--- src/rtl/data_memory_arbiter_pkg.sv ---
// Shared encodings for the data memory arbiter and the data memory itself.
// Holds the WrRd command codes, the arbiter FSM states and the owner codes.
package data_memory_arbiter_pkg;

    localparam logic [1:0] WRRD_IDLE  = 2'b00;
    localparam logic [1:0] WRRD_READ  = 2'b01;
    localparam logic [1:0] WRRD_WRITE = 2'b10;

    localparam logic OWNER_BIP = 1'b0;
    localparam logic OWNER_IF  = 1'b1;

    typedef enum logic [1:0] {
        ST_IDLE    = 2'b00,
        ST_ACCESS  = 2'b01,
        ST_RESPOND = 2'b10
    } arb_state_t;

    function automatic logic [1:0] wrrd_cmd(input logic we);
        return we ? WRRD_WRITE : WRRD_READ;
    endfunction

endpackage

--- src/rtl/data_memory_arbiter_arb_priority_sel.sv ---
// Winner selection between the BIP core and the debug interface.
// Holds the starvation counter that force-grants the interface after MAX_WAIT losses.
module arb_priority_sel
    import data_memory_arbiter_pkg::*;
#(
    parameter int MAX_WAIT   = 4,
    parameter int WAIT_WIDTH = $clog2(MAX_WAIT + 1)
) (
    input  logic clk,
    input  logic reset,
    input  logic arbitrate,
    input  logic bip_req,
    input  logic if_req,
    input  logic if_priority,
    output logic grant_valid,
    output logic grant_owner
);

    logic [WAIT_WIDTH-1:0] wait_count;

    // A debug halt holds the BIP off entirely; only the interface can be granted.
    always_comb begin
        grant_valid = 1'b0;
        grant_owner = OWNER_BIP;
        if (if_priority) begin
            grant_valid = if_req;
            grant_owner = OWNER_IF;
        end else if (if_req && (wait_count == WAIT_WIDTH'(MAX_WAIT))) begin
            grant_valid = 1'b1;
            grant_owner = OWNER_IF;
        end else if (bip_req) begin
            grant_valid = 1'b1;
            grant_owner = OWNER_BIP;
        end else if (if_req) begin
            grant_valid = 1'b1;
            grant_owner = OWNER_IF;
        end
    end

    always_ff @(posedge clk) begin
        if (reset) begin
            wait_count <= '0;
        end else if (arbitrate && grant_valid) begin
            if (grant_owner == OWNER_IF) begin
                wait_count <= '0;
            end else if (if_req && (wait_count != WAIT_WIDTH'(MAX_WAIT))) begin
                wait_count <= wait_count + 1'b1;
            end
        end
    end

endmodule

--- src/rtl/data_memory_arbiter.sv ---
// Shares the single data memory port between the BIP core and the debug/UART interface.
// Each access runs IDLE -> ACCESS -> RESPOND; every output is registered.
module data_memory_arbiter
    import data_memory_arbiter_pkg::*;
#(
    parameter int ADDR_LENGTH = 11,
    parameter int DATA_LENGTH = 16,
    parameter int MAX_WAIT    = 4
) (
    input  logic                   clk,
    input  logic                   reset,
    input  logic                   bip_req,
    input  logic                   bip_we,
    input  logic [ADDR_LENGTH-1:0] bip_addr,
    input  logic [DATA_LENGTH-1:0] bip_wdata,
    output logic                   bip_ack,
    output logic [DATA_LENGTH-1:0] bip_rdata,
    input  logic                   if_req,
    input  logic                   if_we,
    input  logic [ADDR_LENGTH-1:0] if_addr,
    input  logic [DATA_LENGTH-1:0] if_wdata,
    output logic                   if_ack,
    output logic [DATA_LENGTH-1:0] if_rdata,
    input  logic                   if_priority,
    output logic [1:0]             mem_wrrd,
    output logic [ADDR_LENGTH-1:0] mem_addr,
    output logic [DATA_LENGTH-1:0] mem_wdata,
    input  logic [DATA_LENGTH-1:0] mem_rdata,
    output logic                   busy,
    output logic                   owner
);

    arb_state_t state, state_next;

    logic                   grant_valid;
    logic                   grant_owner;
    logic [1:0]             wrrd_next;
    logic [ADDR_LENGTH-1:0] addr_next;
    logic [DATA_LENGTH-1:0] wdata_next;
    logic                   bip_ack_next;
    logic                   if_ack_next;
    logic [DATA_LENGTH-1:0] bip_rdata_next;
    logic [DATA_LENGTH-1:0] if_rdata_next;
    logic                   owner_next;
    logic                   busy_next;

    arb_priority_sel #(
        .MAX_WAIT (MAX_WAIT)
    ) u_sel (
        .clk         (clk),
        .reset       (reset),
        .arbitrate   (state == ST_IDLE),
        .bip_req     (bip_req),
        .if_req      (if_req),
        .if_priority (if_priority),
        .grant_valid (grant_valid),
        .grant_owner (grant_owner)
    );

    // The memory registers its read word on the negedge inside ACCESS, so it is
    // already stable when ACCESS ends; mem_wrrd tells us whether it was a read.
    always_comb begin
        state_next     = state;
        wrrd_next      = WRRD_IDLE;
        addr_next      = mem_addr;
        wdata_next     = mem_wdata;
        bip_ack_next   = 1'b0;
        if_ack_next    = 1'b0;
        bip_rdata_next = bip_rdata;
        if_rdata_next  = if_rdata;
        owner_next     = owner;

        case (state)
            ST_IDLE: begin
                if (grant_valid) begin
                    state_next = ST_ACCESS;
                    owner_next = grant_owner;
                    if (grant_owner == OWNER_IF) begin
                        wrrd_next  = wrrd_cmd(if_we);
                        addr_next  = if_addr;
                        wdata_next = if_wdata;
                    end else begin
                        wrrd_next  = wrrd_cmd(bip_we);
                        addr_next  = bip_addr;
                        wdata_next = bip_wdata;
                    end
                end
            end
            ST_ACCESS: begin
                state_next = ST_RESPOND;
                if (owner == OWNER_IF) begin
                    if_ack_next = 1'b1;
                    if (mem_wrrd == WRRD_READ) if_rdata_next = mem_rdata;
                end else begin
                    bip_ack_next = 1'b1;
                    if (mem_wrrd == WRRD_READ) bip_rdata_next = mem_rdata;
                end
            end
            ST_RESPOND: state_next = ST_IDLE;
            default:    state_next = ST_IDLE;
        endcase

        busy_next = (state_next != ST_IDLE);
    end

    always_ff @(posedge clk) begin
        if (reset) begin
            state     <= ST_IDLE;
            mem_wrrd  <= WRRD_IDLE;
            mem_addr  <= '0;
            mem_wdata <= '0;
            bip_ack   <= 1'b0;
            if_ack    <= 1'b0;
            bip_rdata <= '0;
            if_rdata  <= '0;
            owner     <= OWNER_BIP;
            busy      <= 1'b0;
        end else begin
            state     <= state_next;
            mem_wrrd  <= wrrd_next;
            mem_addr  <= addr_next;
            mem_wdata <= wdata_next;
            bip_ack   <= bip_ack_next;
            if_ack    <= if_ack_next;
            bip_rdata <= bip_rdata_next;
            if_rdata  <= if_rdata_next;
            owner     <= owner_next;
            busy      <= busy_next;
        end
    end

endmodule

--- config.mk ---
export PLATFORM = sky130hd
export DESIGN_NAME = data_memory_arbiter
export DESIGN_NICKNAME = d
export VERILOG_FILES = /design/src/rtl/data_memory_arbiter_pkg.sv /design/src/rtl/data_memory_arbiter_arb_priority_sel.sv /design/src/rtl/data_memory_arbiter.sv
export SDC_FILE = /design/constraint.sdc
export NUM_CORES = 1
export LEC_CHECK = 0
export CORE_MARGIN = 10
export CORE_UTILIZATION = 42
export DETAILED_ROUTE_END_ITERATION = 8
export PLACE_DENSITY = 0.89
export SKIP_CTS_REPAIR_TIMING = 1
export SLEW_MARGIN = 10
export SYNTH_ARGS = -nofsm -noshare
export SYNTH_HDL_FRONTEND = slang
export SYNTH_HIERARCHICAL = 1
export SYNTH_SLANG_ARGS = --single-unit
--- constraint.sdc ---
create_clock -name clk -period 2.1 [get_ports clk]
set_input_delay 0.42 -clock clk [delete_from_list [all_inputs] [get_ports clk]]
set_output_delay 0.42 -clock clk [all_outputs]
set_load 0.01 [all_outputs]
==> metrics.txt, run 1 <==
RSZ-0062 raised after global routing false; status complete, no violations; clk buf depth 2; wire per inst 16.4 um; # diodes 0; Initial Util 43.1%; Fin Clk Skew 0.00596 ns; Hold Crit Class register to register; Die ar. 0.0113 sq mm; maximum fanout along the worst path 35; GRT Util Overall 15.2%; global-route wire length before repair 14,000 um; clk slew on worst S/H paths 0.07 ns; largest net degree at the start of global routing 85; Slew HR 66.4%; Synth async-reset ratio 0%; power per cell area 648 mW/mm^2; GPL Wtd Cong 0.834; number of max-cap violations 0; met1 usage 17.2%; CTS Buf Count 9; worst-margin pin slew 0.504 ns; number of flops mapped to enable cells by yosys 0; Pleak 1.91 nW; DR iter-0 viols 54; WP data arrival 2.10 ns; Tcrit/Tclk final 88.3%; DP HPWL 6770 um; Row Count 31; Clock Latency Late Sink 0.33 ns; gr busiest metal met2; mapped cell area 0.00313 sq mm; post-layout minimum cycle time 1.85 ns; Synth Instances 293; area delta synth->final 53.6%; DR vias 2,568; CP endpoint kind register; Sinks on Clock Net 70; vias in the first global route 2,733; Die Wd 106 um; synthesis-stage register bit count 70; I/O Pins 142; Net Sw Power 0.770 mW; Sw Share 24.7%; unique cell type count in the Yosys netlist 29; Yosys warning count 6; DRT Pass-1 Iters 4; critical path class input port to register; peak supply drop 0.374 mV; final setup fails 0; Max Fclk 0.539 GHz; Layout Nets 511; CP Launch Type input port; pre-CTS setup slack -0.129 ns; GR Layer Usage met2 24.3%; CTS tree built; combinational power share 21.5%; Avg Cell Area, Syn 10.7 sq um; sequential share of power 46.4%; core outline area 0.00725 sq mm; Power, Total 3.11 mW; worst hold slack 0.477 ns; global routing usage on met3 7.85%; register area share after synthesis 44.8%; final worst slack 0.245 ns; max-slew violations 0; share of layout cells above drive strength 1 11.9%; H-tree depth 3; Die H 106 um; Clock power frac 32.2%; syn_nets 372; Internal 2.34 mW; DRC viols 0; GRT overflow 0; CP Data Required Time 2.35 ns; fillers 554; Post-Route WL 8780 um; clock root cell clkbuf_8; main flop type after synthesis dfxtp_1; number of I/O port buffers 141; ANT nets after route 0; initial antenna violation count 0; final hold violations 0; via-per-instance ratio 4.80
## cell type report
type                    instances  area, sq um  area share, %
clock buffers                  15          186           3.88
inverters                       3         11.3          0.234
multi-input cells             199         1580           32.8
flip-flops and latches         70         1400           29.2
well taps                      99          124           2.58
repair buffers                149         1500           31.3
## metal layers
layer,vias to the layer above,wire (um)
met1,1165,3680
met5,-,0
met3,7,1060
li1,1279,-
met2,117,3970
met4,0,68
## registers in the layout (all words and copies together), names as in the netlist
signal	cells
bip_rdata	16
if_rdata	16
mem_wdata	16
mem_addr	11
u_sel/wait_count	3
mem_wrrd	2
state	2
bip_ack	1
busy	1
if_ack	1
owner	1
## cells by family (layout without fill, tap and decap cells)
logic type,after synthesis,count (layout),share of synthesized area (%)
simple gates,104,104,18.5
flops,70,70,44.8
compound gates,32,32,11.0
fa+ha+maj,2,2,0.800
buf+inv,24,167,5.36
mux,61,61,19.5
## synthesized netlist by cell type (all sizes together), types with 3 or more instances
library cell | count | area (sq um)
nor2 | 33 | 124
nand2 | 8 | 32.5
buf | 16 | 138
a211oi | 27 | 318
clkbuf | 5 | 18.8
nand2b | 49 | 307
a21oi | 3 | 15.0
mux2i | 61 | 611
dfxtp | 70 | 1400
inv | 3 | 11.3
## layout by cell type (no fill, tap or decap), types with 2 or more instances in the layout
cell / synthesis / layout
buf_12: 0 / 3
clkbuf_1: 5 / 2
nand4b_1: 2 / 2
a211oi_1: 4 / 4
inv_1: 3 / 3
clkdlybuf4s50_1: 0 / 140
dfxtp_1: 70 / 70
nand4_1: 2 / 2
a211oi_2: 23 / 23
nor2_1: 33 / 33
a21oi_1: 3 / 2
nand2_1: 7 / 7
buf_4: 3 / 5
ha_1: 2 / 2
clkbuf_8: 0 / 13
nand2b_1: 49 / 49
mux2i_1: 61 / 61
## power groups by stage
| stage | registers, mW | logic [mW] | clock network (mW) |
|---|---|---|---|
| 2_1_floorplan | 1.50 | 0.299 | 0 |
| 3_3_place_gp | 1.47 | 0.655 | 0 |
| 3_5_place_dp | 1.47 | 0.676 | 0 |
| 4_1_cts | 1.44 | 0.679 | 1.03 |
| 5_1_grt | 1.45 | 0.720 | 1.09 |
| 6_report | 1.44 | 0.669 | 1.00 |
## through the flow
stage	instances	utilization, %	setup TNS [ns]	cell area [sq um]
finish	535	66.2	0	4800
global route	535	66.2	0	4800
CTS	535	66.2	0	4800
detailed placement	520	63.7	-2.29	4620
global placement	520	63.7	-0.576	4620
floorplan	293	-	0	3130
## final timing paths
kind | startpoint | endpoint | slack [ns] | cells past startpoint
min | bip_rdata[0] | bip_rdata[0] | 0.48 | 2
min reg2reg | bip_rdata[0] | bip_rdata[0] | 0.48 | 2
max | if_priority | mem_addr[2] | 0.25 | 7
max reg2reg | u_sel/wait_count[0] | mem_wrrd[0] | 0.45 | 7
## worst max-delay path: stages
cell and delay [ns]:
clkdlybuf4s50_1 0.41, and2b_4 0.25, or2_2 0.10, nor3b_4 0.37, buf_12 0.26, nor2_1 0.08, a211oi_2 0.19
Note: power is estimated with default switching activity, not from simulation.
==> run 2, diff against run 1 <==
--- a/config.mk
+++ b/config.mk
@@ -10,6 +10,7 @@
 export DETAILED_ROUTE_END_ITERATION = 8
 export PLACE_DENSITY = 0.89
 export SKIP_CTS_REPAIR_TIMING = 1
+export SKIP_LAST_GASP = 1
 export SLEW_MARGIN = 10
 export SYNTH_ARGS = -nofsm -noshare
 export SYNTH_HDL_FRONTEND = slang
==> constraint.sdc (replaced) <==
create_clock -name clk -period 2.1 [get_ports clk]
set_input_delay 0.42 -clock clk [delete_from_list [all_inputs] [get_ports clk]]
set_output_delay 0.42 -clock clk [all_outputs]
set_load 0.1 [all_outputs]
==> run 2 against run 1 <==
  * Core utilization fell by 1.7 points
  * Clock skew barely moved
  * Design area fell by 2.6%
  * Sequential share of layout area rose by 0.78 points
  * First-iteration DRC count fell by 15%
  * Fmax fell by 1.5%
  * Non-clock buffer count rose by 4
  * Global-route usage fell by 0.21 points
  * Worst setup slack got worse by 0.029 ns
  * Register-to-register slack got worse by 0.03 ns
  * Count of clock-buffer cells in the layout fell by 4
  * Clock power barely moved
==> metrics.txt, run 2 (synthesized netlist as in run 1, its figures left out) <==
status complete, no violations; DP HPWL 6880 um; via-per-instance ratio 4.81; final worst slack 0.217 ns; vias in the first global route 2,685; top flop regs bip_rdata (16), if_rdata (16), mem_wdata (16); maximum fanout along the worst path 12; Initial Util 43.1%; Die H 106 um; CP endpoint kind register; DR iter-0 viols 46; I/O Pins 142; CTS Buf Count 9; H-tree depth 3; DRT Pass-1 Iters 4; Clock Latency Late Sink 0.33 ns; share of layout cells above drive strength 1 27.7%; max-slew violations 0; clk buf depth 2; core outline area 0.00725 sq mm; Die ar. 0.0113 sq mm; Slew HR 67.1%; RSZ-0062 raised after global routing false; Sinks on Clock Net 70; number of max-cap violations 0; pre-CTS setup slack -0.312 ns; CTS tree built; clk slew on worst S/H paths 0.07 ns; wire per inst 16.2 um; Highest Signal Layer met4; critical path class input port to register; GPL Wtd Cong 0.820; initial antenna violation count 0; final setup fails 0; DR vias 2,596; metal3 WL 881 um; CP Launch Type input port; setup tns final 0 ns; Die Wd 106 um; routed wl met2 4040 um; Row Count 31; WP data arrival 2.09 ns; GRT Util Overall 15.0%; Tcrit/Tclk final 89.7%; Max Fclk 0.531 GHz; final hold violations 0; power per cell area 769 mW/mm^2; worst-margin pin slew 0.493 ns; DRT met1 WL 3760 um; ANT nets after route 0; Post-Route WL 8770 um; Cell Count Post-Placement 519; Final Instance Count excl. Fillers 540; clock root cell clkbuf_8; area delta synth->final 49.6%; peak supply drop 0.478 mV; # diodes 0; largest net degree at the start of global routing 85; Fin Clk Skew 0.00617 ns; most frequent cells in the layout clkdlybuf4s50_1, buf_4, dfxtp_1; most common cell after layout, fill and taps aside clkdlybuf4s50_1; GRT overflow 0; number of I/O port buffers 141; post-layout minimum cycle time 1.88 ns; Hold Crit Class register to register; CP Data Required Time 2.30 ns; Pleak 2.05 nW; DRC viols 0; Layout Nets 515; global-route wire length before repair 13,800 um
-- run 2: where the power goes --
| group | internal [mW] | switching (mW) |
|---|---|---|
| sequential | 1.40 | 0.0458 |
| combinational | 0.377 | 0.754 |
| clock | 0.542 | 0.476 |
-- run 2: per-stage QoR --
stage / util [%] / area (sq um) / total power [mW] / hold WS (ns)
6_report: 64.5 / 4680 / 3.60 / 0.475
5_1_grt: 64.5 / 4680 / 3.74 / 0.503
4_1_cts: 64.0 / 4640 / 3.62 / 0.481
3_5_place_dp: 61.5 / 4460 / 2.60 / 0.462
3_3_place_gp: 61.5 / 4460 / 2.58 / 0.458
2_1_floorplan: - / 3130 / 2.27 / 0.443
-- run 2: metal layers --
layer	global-route usage, %	vias to the layer above
met5	0	-
met4	3.77	0
met3	6.82	9
met2	24.6	114
met1	17.3	1181
li1	-	1292
-- run 2: final cells by class --
type | instances | area [sq um]
Fill cell | 569 | 2570
Multi-Input combinational cell | 199 | 1580
Sequential cell | 70 | 1400
Timing Repair Buffer | 153 | 1380
Clock buffer | 11 | 131
Tap cell | 99 | 124
Clock inverter | 5 | 50.0
Inverter | 3 | 11.3
-- run 2: path summary, 6_finish.rpt --
path                            start             to  slack (ns)  cells after the start
setup reg to reg  u_sel/wait_count[0]    mem_wrrd[0]        0.42                      7
setup / recovery          if_priority    mem_addr[3]        0.22                      8
hold reg to reg         bip_rdata[12]  bip_rdata[12]        0.47                      2
hold / removal          bip_rdata[12]  bip_rdata[12]        0.47                      2
-- run 2: worst max-delay path, cell delays in order --
cell,delay (ns)
clkdlybuf4s50_1,0.47
and2b_4,0.19
or2_2,0.28
nor3b_4,0.15
buf_4,0.17
buf_4,0.19
nor2_1,0.15
a211oi_2,0.06
